`src/rtl/legv8_ctrl_pkg.sv`:
```
// rtl/legv8_ctrl_pkg.sv - states, instruction classes, opcode patterns and ALU codes for the LEGv8 multi-cycle controller
package legv8_ctrl_pkg;

  typedef enum logic [2:0] {
    S_FETCH  = 3'd0,
    S_DECODE = 3'd1,
    S_EXEC   = 3'd2,
    S_MEM    = 3'd3,
    S_WB     = 3'd4,
    S_TRAP   = 3'd5
  } state_t;

  typedef enum logic [2:0] {
    CLS_R, CLS_MOVK, CLS_LOAD, CLS_STORE, CLS_B, CLS_CBZ, CLS_CBNZ, CLS_ILL
  } iclass_t;

  // 11-bit opcode patterns; x bits are zero in the pattern and cleared by the mask
  localparam logic [10:0] MASK_FULL = 11'b11111111111;
  localparam logic [10:0] MASK_B    = 11'b11111100000;
  localparam logic [10:0] MASK_CB   = 11'b11111111000;
  localparam logic [10:0] MASK_MOVK = 11'b11111111100;

  localparam logic [10:0] OP_B    = 11'b00010100000;
  localparam logic [10:0] OP_AND  = 11'b10001010000;
  localparam logic [10:0] OP_ADD  = 11'b10001011000;
  localparam logic [10:0] OP_ORR  = 11'b10101010000;
  localparam logic [10:0] OP_CBZ  = 11'b10110100000;
  localparam logic [10:0] OP_CBNZ = 11'b10110101000;
  localparam logic [10:0] OP_SUB  = 11'b11001011000;
  localparam logic [10:0] OP_MOVK = 11'b11110010100;
  localparam logic [10:0] OP_STUR = 11'b11111000000;
  localparam logic [10:0] OP_LDUR = 11'b11111000010;

  localparam logic [3:0] ALU_AND   = 4'b0000;
  localparam logic [3:0] ALU_ORR   = 4'b0001;
  localparam logic [3:0] ALU_ADD   = 4'b0010;
  localparam logic [3:0] ALU_SUB   = 4'b0110;
  localparam logic [3:0] ALU_PASSB = 4'b0111;
  localparam logic [3:0] ALU_MOVK  = 4'b1000;

  function automatic logic op_match(input logic [10:0] op, input logic [10:0] pat,
                                    input logic [10:0] mask);
    return (op & mask) == pat;
  endfunction

endpackage

```
`src/rtl/legv8_opcode_decode.sv`:
```
// rtl/legv8_opcode_decode.sv - combinational ir[31:21] classifier producing instruction class, alu_op and alusrc
module legv8_opcode_decode
  import legv8_ctrl_pkg::*;
(
  input  logic [10:0] opcode,
  output iclass_t     iclass,
  output logic [3:0]  alu_op,
  output logic        alusrc
);

  always_comb begin
    iclass = CLS_ILL;
    alu_op = ALU_AND;
    alusrc = 1'b0;
    if (op_match(opcode, OP_AND, MASK_FULL)) begin
      iclass = CLS_R;
      alu_op = ALU_AND;
    end else if (op_match(opcode, OP_ADD, MASK_FULL)) begin
      iclass = CLS_R;
      alu_op = ALU_ADD;
    end else if (op_match(opcode, OP_ORR, MASK_FULL)) begin
      iclass = CLS_R;
      alu_op = ALU_ORR;
    end else if (op_match(opcode, OP_SUB, MASK_FULL)) begin
      iclass = CLS_R;
      alu_op = ALU_SUB;
    end else if (op_match(opcode, OP_MOVK, MASK_MOVK)) begin
      iclass = CLS_MOVK;
      alu_op = ALU_MOVK;
      alusrc = 1'b1;
    end else if (op_match(opcode, OP_LDUR, MASK_FULL)) begin
      iclass = CLS_LOAD;
      alu_op = ALU_ADD;
      alusrc = 1'b1;
    end else if (op_match(opcode, OP_STUR, MASK_FULL)) begin
      iclass = CLS_STORE;
      alu_op = ALU_ADD;
      alusrc = 1'b1;
    end else if (op_match(opcode, OP_B, MASK_B)) begin
      iclass = CLS_B;
    end else if (op_match(opcode, OP_CBZ, MASK_CB)) begin
      iclass = CLS_CBZ;
      alu_op = ALU_PASSB;
    end else if (op_match(opcode, OP_CBNZ, MASK_CB)) begin
      iclass = CLS_CBNZ;
      alu_op = ALU_PASSB;
    end
  end

endmodule

```
`src/rtl/legv8_multicycle_ctrl.sv`:
```
// rtl/legv8_multicycle_ctrl.sv - LEGv8 multi-cycle sequencer with shared-memory handshake and ack timeout
// Optional ILLEGAL_TRAP_EN: unknown opcodes park the FSM in TRAP instead of retiring as a NOP.
module legv8_multicycle_ctrl
  import legv8_ctrl_pkg::*;
#(
  parameter logic [63:0] RESET_PC    = 64'h0,
  parameter int          MEM_TIMEOUT = 16
) (
  input  logic        clk,
  input  logic        reset,
  output logic        mem_req,
  output logic        mem_we,
  input  logic        mem_ack,
  input  logic [31:0] mem_rdata,
  input  logic        zero,
  output logic [31:0] ir,
  output logic        pc_write,
  output logic [1:0]  pc_src,
  output logic        regwrite,
  output logic        memread,
  output logic        memwrite,
  output logic        mem2reg,
  output logic        alusrc,
  output logic [3:0]  alu_op,
  output logic [2:0]  state,
  output logic        mem_err,
  output logic        illegal
);

  if (RESET_PC[1:0] != 2'b00) begin : g_bad_reset_pc
    $error("RESET_PC must be word aligned");
  end

  localparam logic        TO_EN   = (MEM_TIMEOUT != 0);
  localparam logic [15:0] TO_LAST = 16'(MEM_TIMEOUT - 1);

  state_t      st;
  iclass_t     cls_q;
  iclass_t     dec_cls;
  logic [3:0]  dec_alu_op;
  logic        dec_alusrc;
  logic [15:0] wait_cnt;
  logic        pc_write_q;
  logic        pc_src_q;
  logic        ack_ok;
  logic        timeout;
  logic        br_taken;

  legv8_opcode_decode u_dec (
    .opcode (ir[31:21]),
    .iclass (dec_cls),
    .alu_op (dec_alu_op),
    .alusrc (dec_alusrc)
  );

  // an ack only counts while a request is outstanding, so acks arriving after reset are dropped
  assign ack_ok   = mem_req & mem_ack;
  assign timeout  = TO_EN & mem_req & ~mem_ack & (wait_cnt == TO_LAST);
  assign br_taken = (st == S_EXEC) &&
                    ((cls_q == CLS_CBZ && zero) || (cls_q == CLS_CBNZ && !zero));

  // zero and the store ack only exist in the cycle that consumes them
  assign pc_write = pc_write_q | ((st == S_MEM) && (cls_q == CLS_STORE) && ack_ok);
  assign pc_src   = {1'b0, pc_src_q | br_taken};
  assign state    = st;

  always_ff @(posedge clk) begin
    if (reset) begin
      st         <= S_FETCH;
      cls_q      <= CLS_R;
      ir         <= '0;
      mem_req    <= 1'b0;
      mem_we     <= 1'b0;
      pc_write_q <= 1'b0;
      pc_src_q   <= 1'b0;
      regwrite   <= 1'b0;
      memread    <= 1'b0;
      memwrite   <= 1'b0;
      mem2reg    <= 1'b0;
      alusrc     <= 1'b0;
      alu_op     <= ALU_AND;
      mem_err    <= 1'b0;
      illegal    <= 1'b0;
      wait_cnt   <= '0;
    end else begin
      pc_write_q <= 1'b0;
      pc_src_q   <= 1'b0;
      regwrite   <= 1'b0;
      mem2reg    <= 1'b0;
      alusrc     <= 1'b0;
      alu_op     <= ALU_AND;
      case (st)
        S_FETCH: begin
          if (ack_ok) begin
            ir       <= mem_rdata;
            mem_req  <= 1'b0;
            wait_cnt <= '0;
            st       <= S_DECODE;
          end else if (timeout) begin
            mem_err  <= 1'b1;
            wait_cnt <= '0;
          end else begin
            mem_req <= 1'b1;
            if (mem_req) wait_cnt <= wait_cnt + 16'd1;
          end
        end
        S_DECODE: begin
          cls_q  <= dec_cls;
          alu_op <= dec_alu_op;
          alusrc <= dec_alusrc;
          st     <= S_EXEC;
          case (dec_cls)
            CLS_B: begin
              pc_write_q <= 1'b1;
              pc_src_q   <= 1'b1;
            end
            CLS_CBZ, CLS_CBNZ: pc_write_q <= 1'b1;
            CLS_ILL: begin
`ifdef ILLEGAL_TRAP_EN
              st      <= S_TRAP;
              illegal <= 1'b1;
`else
              pc_write_q <= 1'b1;
`endif
            end
            default: ;
          endcase
        end
        S_EXEC: begin
          case (cls_q)
            CLS_R, CLS_MOVK: begin
              st         <= S_WB;
              regwrite   <= 1'b1;
              pc_write_q <= 1'b1;
            end
            CLS_LOAD: begin
              st      <= S_MEM;
              mem_req <= 1'b1;
              memread <= 1'b1;
            end
            CLS_STORE: begin
              st       <= S_MEM;
              mem_req  <= 1'b1;
              mem_we   <= 1'b1;
              memwrite <= 1'b1;
            end
            default: begin
              st      <= S_FETCH;
              mem_req <= 1'b1;
            end
          endcase
        end
        S_MEM: begin
          if (ack_ok || timeout) begin
            mem_we   <= 1'b0;
            memread  <= 1'b0;
            memwrite <= 1'b0;
            wait_cnt <= '0;
            // mem_req stays high when heading to FETCH: the next request starts at once
            if (timeout) begin
              mem_err <= 1'b1;
              st      <= S_FETCH;
            end else if (cls_q == CLS_LOAD) begin
              st         <= S_WB;
              mem_req    <= 1'b0;
              regwrite   <= 1'b1;
              mem2reg    <= 1'b1;
              pc_write_q <= 1'b1;
            end else begin
              st <= S_FETCH;
            end
          end else begin
            wait_cnt <= wait_cnt + 16'd1;
          end
        end
        S_WB: begin
          st      <= S_FETCH;
          mem_req <= 1'b1;
        end
        S_TRAP: mem_req <= 1'b0;
        default: st <= S_FETCH;
      endcase
    end
  end

endmodule
```
`config.mk`:
```
export PLATFORM = sky130hd
export DESIGN_NAME = legv8_multicycle_ctrl
export DESIGN_NICKNAME = d
export VERILOG_FILES = /design/src/rtl/legv8_ctrl_pkg.sv /design/src/rtl/legv8_opcode_decode.sv /design/src/rtl/legv8_multicycle_ctrl.sv
export SDC_FILE = /design/constraint.sdc
export NUM_CORES = 1
export LEC_CHECK = 0
export BUFFER_PORTS_ARGS = -buffer_cell sky130_fd_sc_hd__buf_2
export CELL_PAD_IN_SITES_DETAIL_PLACEMENT = 1
export CELL_PAD_IN_SITES_GLOBAL_PLACEMENT = 1
export CORE_ASPECT_RATIO = 0.7
export CORE_MARGIN = 2
export CORE_UTILIZATION = 37
export DETAILED_ROUTE_END_ITERATION = 6
export HOLD_SLACK_MARGIN = 0.08
export PLACE_DENSITY_LB_ADDON = 0.1
export SYNTH_ARGS = -nofsm -noshare
export SYNTH_HDL_FRONTEND = slang
export SYNTH_HIERARCHICAL = 1
export SYNTH_SLANG_ARGS = --single-unit
export TNS_END_PERCENT = 100
```
`constraint.sdc`:
```
create_clock -name clk -period 2.59 [get_ports clk]
set_clock_uncertainty 0.1 [all_clocks]
set_input_delay 0.259 -clock clk [delete_from_list [all_inputs] [get_ports clk]]
set_output_delay 0.259 -clock clk [all_outputs]
set_load 0.03 [all_outputs]
```
# Yosys cells after proc, flatten, opt, wreduce, memory -nomap -nowiden
# Index checks and enable logic that the tools add are counted.
[op_classes]
n_reduce_logical = 29
n_addsub = 1
n_eq_ne = 35
n_bitwise = 9
n_mux = 57
[op_table]
columns = ["cell", "count"]
rows = [
  ["$eq A11 B11 Y1 const B", 6],
  ["$mux W16", 4],
  ["$mux W3", 15],
  ["$pmux W16 S2", 1],
  ["$eq A3 B3 Y1 const B", 8],
  ["$mux W1", 22],
  ["$mux W4", 5],
  ["$add A16 B1 Y16 const B", 1],
  ["$eq A16 B4 Y1 const B", 1],
  ["$eq A8 B8 Y1 const B", 2],
  ["$pmux W3 S5", 1],
  ["$eq A3 B2 Y1 const B", 4],
  ["$reduce_and A3 Y1", 4],
  ["$eq A9 B9 Y1 const B", 1],
  ["$ne A2 B1 Y1 const B", 4],
  ["$ne A2 B2 Y1 const B", 4],
  ["$pmux W1 S2", 4],
  ["$reduce_or A2 Y1", 4],
  ["$reduce_or A4 Y1", 2],
  ["$eq A3 B1 Y1 const B", 2],
  ["$eq A6 B3 Y1 const B", 1],
  ["$logic_not A3 Y1", 2],
  ["$pmux W3 S2", 1],
  ["$reduce_and A6 Y1", 1],
  ["17 further kinds", 31],
]
[totals]
in_bits = 36
out_inout_bits = 51
reg_bits = 67

# Depth between registers and ports, before layout
# Gate-level depths: netlist of the first run.
[logic_depth]
word_depth = 15
mapped_depth = 7
depth_no_buf = 6

# Hierarchy
# The synthesis of the first run kept the hierarchy.
[modules_own_cells]
columns = ["mod", "instances", "area_per_inst_um2", "cells_each"]
rows = [
  ["legv8_multicycle_ctrl", 1, 2777.7, 342],
  ["legv8_opcode_decode", 1, 224.0, 27],
]

# Worst setup path after synthesis of the first run
# OpenSTA, ideal clock, no wires.
[synth_path]
path_kind = "register -> output"
startpoint = "reg st[0] (netlist: state[0])"
endpoint = "out pc_write"
arrival_ns = 1.887
stages_incl_launch_ff = 5
required_time_ns = 2.231
setup_slack_ns = 0.344
cell_sequence = "dfxtp_1 clkbuf_1 and3b_1 nand2_1 o31ai_1"
[synth_between]
elab_chain_cells = 4
[synth_rtl]
columns = ["item", "line", "source"]
rows = [
  ["from (decl)", "legv8_multicycle_ctrl.sv:37", "state_t st;"],
  ["from (signal assigned)", "legv8_multicycle_ctrl.sv:69", "st <= S_FETCH;"],
  ["from (signal assigned)", "legv8_multicycle_ctrl.sv:98", "st <= S_DECODE;"],
  ["from (signal assigned)", "legv8_multicycle_ctrl.sv:111", "st <= S_EXEC;"],
  ["$eq A3 B2 Y1", "legv8_multicycle_ctrl.sv:63", "assign pc_write = pc_write_q | ((st == S_MEM) && (cls_q == CLS_STORE) && ack_ok);"],
  ["$logic_and A1 B1 Y1 (2 in a row)", "legv8_multicycle_ctrl.sv:63", ""],
  ["$or A1 B1 Y1", "legv8_multicycle_ctrl.sv:63", ""],
  ["to (decl)", "legv8_multicycle_ctrl.sv:17", "output logic pc_write,"],
]
# Every way passes these cells.

# Worst setup path in the final report of the first run
[layout_path]
startpoint = "reg wait_cnt[0]"
endpoint = "reg mem_req"
[layout_between]
elab_chain_cells = 5
elab_cells_between_ends = 7
cone_classes = "eq/ne: 4; bitwise: 1; reduce/logical: 2"
[layout_rtl]
columns = ["item", "line", "source"]
rows = [
  ["from (decl)", "legv8_multicycle_ctrl.sv:42", "logic [15:0] wait_cnt;"],
  ["from (signal assigned)", "legv8_multicycle_ctrl.sv:104", "if (mem_req) wait_cnt <= wait_cnt + 16'd1;"],
  ["from (signal assigned)", "legv8_multicycle_ctrl.sv:173", "wait_cnt <= wait_cnt + 16'd1;"],
  ["$eq A16 B4 Y1 *", "legv8_multicycle_ctrl.sv:58", "assign timeout = TO_EN & mem_req & ~mem_ack & (wait_cnt == TO_LAST);"],
  ["$and A1 B1 Y1 *", "legv8_multicycle_ctrl.sv:58", ""],
  ["$logic_or A1 B1 Y1", "legv8_multicycle_ctrl.sv:154", "if (ack_ok || timeout) begin"],
  ["$ne A2 B1 Y1 (no source line)", "-", ""],
  ["$reduce_and A6 Y1 (no source line) *", "-", ""],
  ["to (signal assigned)", "legv8_multicycle_ctrl.sv:72", "mem_req <= 1'b0;"],
  ["to (signal assigned)", "legv8_multicycle_ctrl.sv:149", "mem_req <= 1'b1;"],
  ["to (signal assigned)", "legv8_multicycle_ctrl.sv:165", "mem_req <= 1'b0;"],
  ["to (decl)", "legv8_multicycle_ctrl.sv:11", "output logic mem_req,"],
]
# Mark *: on every way between the ends. The rest lies on a longest branch, timed or not.
# A chain may end at the register's enable or synchronous reset.

==> results of run 1 <==
state kept, by name (all words and copies together) (netlist names), 3 cells and up:
signal	cells
ir	32
wait_cnt	16
alu_op	4
cls_q	3
state	3
cells in the final DEF, fill, tap and decap left out, types with 5 or more instances in the layout:
master and n:
xor2_1 9, and2_1 8, a21oi_1 46, buf_4 5
dfxtp_1 67, buf_2 84, nand3_1 13, clkbuf_16 9
dlygate4sd3_1 28, nor3_1 5, o21ai_0 6, nor2_1 33
nand2_1 88
cell type report:
cell class | instances | area (um2) | area share (%)
multi-input cells | 277 | 1540 | 37.6
inverters | 4 | 15.0 | 0.366
well taps | 101 | 126 | 3.08
clock buffers | 11 | 243 | 5.91
repair buffers | 117 | 738 | 18.0
clock inverters | 5 | 100 | 2.44
flip-flops and latches | 67 | 1340 | 32.7
final timing paths:
kind / startpoint / end / slack (ns) / cells after the start
setup / recovery: wait_cnt[0]$_SDFFE_PP0P_ / mem_req$_SDFFE_PP0P_ / 0.32 / 6
hold / removal: mem_rdata[10] / ir[10]$_SDFFE_PP0P_ / 0.09 / 3
setup reg to reg: wait_cnt[0]$_SDFFE_PP0P_ / mem_req$_SDFFE_PP0P_ / 0.32 / 6
hold reg to reg: ir[3]$_SDFFE_PP0P_ / ir[3]$_SDFFE_PP0P_ / 0.35 / 2
per-layer routing:
layer / wire length [um] / global-route usage (%) / vias up / part of all wire [%]
met5: 0 / 0 / - / 0
met4: 77 / 5.68 / 0 / 0.87
met3: 401 / 6.95 / 9 / 4.5
met2: 4260 / 34.5 / 61 / 48
met1: 4080 / 25.5 / 1441 / 46
li1: - / - / 1476 / -
cells by family (layout without fill, tap and decap cells):
kind of cell / after synthesis / in the layout / synth area share (%)
AOI/OAI and AO/OA: 75 / 75 / 16.8
xor gates and xnor gates: 11 / 11 / 3.21
adders and majority gates: 1 / 1 / 0.417
buffers and inverters: 26 / 137 / 4.00
DFF: 67 / 67 / 44.7
muxes: 2 / 2 / 0.750
other: 1 / 2 / 0.125
and+or+nand+nor: 186 / 186 / 30.1
worst min-delay path, delay by kind of cell:
kind / cells / cell delay (ns)
and+or+nand+nor: 1 / 0.05
buffers and inverters: 1 / 0.10
AOI/OAI and AO/OA: 1 / 0.05
stage by stage:
stage / cell area [um2] / worst slack (ns) / power, W / utilization [%] / hold WS, ns
3_3_place_gp: 3480 / 0.447 / 0.00248 / 44.3 / 0.339
4_1_cts: 4110 / 0.340 / 0.00396 / 52.2 / 0.0830
6_report: 4110 / 0.320 / 0.00392 / 52.2 / 0.0904
2_1_floorplan: 3010 / 0.344 / 0.00218 / - / 0.295
5_1_grt: 4110 / 0.151 / 0.00416 / 52.2 / 0.0907
3_5_place_dp: 3480 / 0.352 / 0.00250 / 44.3 / 0.347
power by group through the flow:
stage          Clock (W)  Sequential (W)  Combinational (W)
3_3_place_gp           0         0.00137            0.00111
6_report         0.00139         0.00136            0.00117
5_1_grt          0.00147         0.00139            0.00130
3_5_place_dp           0         0.00137            0.00113
4_1_cts          0.00143         0.00136            0.00117
2_1_floorplan          0         0.00152           0.000656
repair_timing:
item | 4_1_cts | 5_1_grt
setup buffers | 0 | 0
endpoints found under the hold margin | 28 | 0
hold buffers | 28 | 0
Yosys cell counts, types with 5 or more instances:
master	number
xor2_1	9
nor3_1	5
o21ai_0	6
nand3_1	13
dfxtp_1	67
nand2_1	88
nor2_1	33
and2_1	8
clkbuf_1	14
a21oi_1	46
==> flow_summary.yaml, run 1 <==
run_status:
  outcome: "finished, final reports clean"
sta:
  max_slew_margin_pct: 51.8
  slew_violations: 0
  worst_pin_slew_ns: 0.705
  rsz0062_at_grt: "no"
  finalHoldViolCount: 0
  fin_tns_setup_ns: 0
  setup_viol: 0
  min_period_ns: 2.27
  max_freq_ghz: 0.441
  finalCritPeriodShare_pct: 87.6
die:
  io_pins: 87
  die-width_um: 112
  die_y_um: 79.4
  dieArea_um2: 8860
  start_util_pct: 38.1
  num_rows: 27
  core_um2: 7870
drt:
  drc: 0
  ant_nets: 0
  vias: 2987
  routedWlPerCell_um: 15.2
  drt_iter0_drc: 116
  wl_mm: 8.82
  dr.pass1.iters: 4
  viasPerCell: 5.13
worst_setup_path:
  crit_buf_inv: 0
  crit_chain: "ha_1 > nand3_1 > nor3_2 > a21oi_1 > a211oi_1 > mux2_2"
  crit_path_end_kind: "register"
  crit_path_start_kind: "register"
  worst_path_largest_cell_delay_ns: 0.39
  crit_family: "simple AND/OR/NAND/NOR gates"
  arrival_ns: 2.39
  critical_path_required_ns: 2.71
  cp_slowest_cell: "dfxtp_1"
  critical_path_class: "register to register"
  crit_fanout: 6
global_routing:
  grt_max_degree: 33
  grt_pass1_wl_mm: 14.7
  track_usage_pct: 20.6
  overflow: 0
  antenna_found_initial: 0
  grt_pass1_vias: 3073
logic_synthesis:
  async_flop_share_pct: 0
  synth_edf_count: 0
  synth_flop_cell: "dfxtp_1"
  ys_seq_area_share_pct: 44.7
  synth_area_um2: 3000
  yosys_warnings: 6
  synth-seq-cells: 67
  ys_types: 52
  synth_top_area_share_pct: 44.7
  synthTopCellsByArea: "dfxtp_1 45%, nand2_1 11%, a21oi_1 7.7%"
  syn_avg_cell_area_um2: 8.13
  synth_cells: 369
  yosysTopAreaCell: "dfxtp_1"
power_and_ir_drop:
  p_sw_w: 0.00139
  p_int_w: 0.00254
  seqPwrFrac_pct: 34.6
  static-leakage-power_nw: 1.72
  clkPwrFrac_pct: 35.5
  pwr-share-comb_pct: 29.9
  ir_worst_vdd_mv: 0.485
  netSwitchingFraction_pct: 35.3
  power.density_nw_per_um2: 955
placement:
  gp_congestion: 0.803
  dp_cells: 538
  hpwl_mm: 5.82
  io_buffers: 84
cts:
  cts.sinks: 67
  cts_tree: "built"
  root_buffer: "clkbuf_16"
  cts_max_path_buffers: 2
  htreeDepth: 3
  path_clk_slew_ns: 0.06
  cts_made_buffers: 9
  ctsResizeCount: 0
  clk_latency_ns: 0.32
final_layout:
  drive_gt1_share_pct: 24.9
  syn2layout_area_growth_pct: 36.8
  fillCellCount: 957
  diodes: 0
  stdcell_count: 582
  fin_nets: 513
min_path:
  hold_class: "primary input to register"
flow_run:
  cap_violations: 0
No activity file was read; power rests on OpenSTA's default activity.
==> run 2, diff against run 1 <==
- CORE_UTILIZATION: 37 -> 40
- clock period: 2.59 -> 2.7 ns (I/O delays scaled with it)
==> run 2 against run 1 <==
  * Die area fell by 7.2%
  * Critical path depth fell by 2
  * Cell area shrank 1.9%
  * Cell count shrank 0.17%
  * Non-clock buffer count rose by 2
  * Utilization increased by 3.1 points
  * Critical endpoint is now ir[19]$_SDFFE_PP0P_
==> flow_summary.yaml, run 2 (synthesis results as in run 1) <==
run_status:
  outcome: "finished, final reports clean"
sta:
  finalCritPeriodShare_pct: 86.5
  max_freq_ghz: 0.428
  slew_violations: 0
  setup_viol: 0
  fin_tns_setup_ns: 0
  rsz0062_at_grt: "no"
  max_slew_margin_pct: 18.3
  holdWs_ns: 0.0936
  min_period_ns: 2.34
  finalHoldViolCount: 0
  worst_pin_slew_ns: 1.23
min_path:
  min_path_cells: 3
  min_to: "ir[24]$_SDFFE_PP0P_"
  holdCritStartpoint: "mem_rdata[24]"
  hold_class: "primary input to register"
flow_run:
  cap_violations: 0
drt:
  drt_iter0_drc: 165
  wl_mm: 8.99
  routedWlPerCell_um: 15.5
  dr.pass1.iters: 4
  ant_nets: 0
  vias: 2992
  viasPerCell: 5.15
  drc: 0
worst_setup_path:
  r2r-start: "state[0]$_SDFFE_PP0P_"
  cp_slowest_cell: "and2_1"
  crit_family: "simple AND/OR/NAND/NOR gates"
  arrival_ns: 2.49
  reg2regPathDepth: 4
  worst_path_largest_cell_delay_ns: 1.00
  crit_fanout: 32
  crit_chain: "nor3_1 > and2_1 > nand2_1 > a21oi_1"
  critical_path_class: "register to register"
  rr_endpoint: "ir[19]$_SDFFE_PP0P_"
  crit_buf_inv: 0
  crit_path_start_kind: "register"
  r2r_slack_ns: 0.36
  crit_path_end_kind: "register"
  critical_path_required_ns: 2.86
die:
  start_util_pct: 41.2
  core_um2: 7290
  num_rows: 26
  die_y_um: 76.5
  dieArea_um2: 8220
  io_pins: 87
  die-width_um: 108
power_and_ir_drop:
  power.density_nw_per_um2: 860
  p_int_w: 0.00213
  clkPwrFrac_pct: 30.1
  netSwitchingFraction_pct: 38.6
  p_sw_w: 0.00134
  static-leakage-power_nw: 1.68
  seqPwrFrac_pct: 37.2
  pwr-share-comb_pct: 32.7
  ir_worst_vdd_mv: 0.344
placement:
  dp_cells: 535
  hpwl_mm: 5.79
  io_buffers: 84
  gp_congestion: 0.819
final_layout:
  seq_area_um2: 1340
  largest_register_ffs: 32
  fillCellCount: 907
  largest_register: "ir"
  stdcell_count: 581
  diodes: 0
  final_common_cell: "nand2_1"
  multi_input_area_um2: 1540
  fin_nets: 515
  top_regs: "ir (32), wait_cnt (16), alu_op (4)"
  mostFrequentLayoutCells: "88 x nand2_1, 84 x buf_2, 67 x dfxtp_1"
  drive_gt1_share_pct: 25.1
  syn2layout_area_growth_pct: 34.2
global_routing:
  grt_max_degree: 33
  overflow: 0
  track_usage_pct: 22.7
  grt_pass1_vias: 3139
  grt_pass1_wl_mm: 15.1
  antenna_found_initial: 0
cts:
  cts.sinks: 67
  path_clk_slew_ns: 0.08
  root_buffer: "clkbuf_8"
  post_cts_buffers: 0
  cts_max_path_buffers: 2
  htreeDepth: 3
  clk_latency_ns: 0.34
  cts_made_buffers: 9
  cts_tree: "built"
## run 2: worst max-delay path by stage
stage	endpoint	cells after the start	start	slack (ns)
CTS	mem_req$_SDFFE_PP0P_	6	wait_cnt[0]$_SDFFE_PP0P_	0.39
floorplan	pc_write	4	state[0]$_SDFFE_PP0P_	0.44
detailed placement	mem_req$_SDFFE_PP0P_	6	wait_cnt[0]$_SDFFE_PP0P_	0.39
global route	ir[19]$_SDFFE_PP0P_	4	state[0]$_SDFFE_PP0P_	0.15
finish	ir[19]$_SDFFE_PP0P_	4	state[0]$_SDFFE_PP0P_	0.36
global placement	mem_req$_SDFFE_PP0P_	6	wait_cnt[0]$_SDFFE_PP0P_	0.55
## run 2: what timing repair did
action                                  in CTS  in global routing
hold buffers                                30                  0
hold endpoints to repair                    30                  0
gates resized for setup                      0                  0
endpoints found under the setup margin       0                  0
## run 2: worst min-delay path, stage by stage
cell and delay, ns:
buf_2 0.10, nand2_1 0.06, a21oi_1 0.05
## run 2: power by group through the flow
| stage | Clock, W | Sequential (W) | Combinational (W) |
|---|---|---|---|
| 2_1_floorplan | 0 | 0.00146 | 0.000629 |
| 3_3_place_gp | 0 | 0.00130 | 0.00108 |
| 3_5_place_dp | 0 | 0.00131 | 0.00109 |
| 4_1_cts | 0.00107 | 0.00129 | 0.00113 |
| 5_1_grt | 0.00111 | 0.00132 | 0.00125 |
| 6_report | 0.00104 | 0.00129 | 0.00114 |
## run 2: area by class of cell
type / count / share of cell area, %
flip-flops and latches: 67 / 33.3
well taps: 98 / 3.04
clock inverters: 7 / 3.07
clock buffers: 9 / 3.07
inverters: 4 / 0.373
repair buffers: 119 / 18.8
multi-input cells: 277 / 38.3
## run 2: stage by stage
stage	total power [W]	setup WS (ns)	utilization [%]	instance area (um2)
final	0.00347	0.364	55.3	4030
after global routing	0.00368	0.152	55.3	4030
after CTS	0.00349	0.393	55.3	4030
after detailed placement	0.00240	0.394	47.8	3480
after global placement	0.00238	0.552	47.8	3480
after floorplan	0.00209	0.443	-	3010
## run 2: per-layer routing
layer	global-route usage (%)	vias to the layer above	part of all wire, %
met3	6.67	6	5.6
met5	0	-	0
met1	27.9	1434	44
met4	5.64	0	0.67
met2	38.9	78	50
li1	-	1474	-
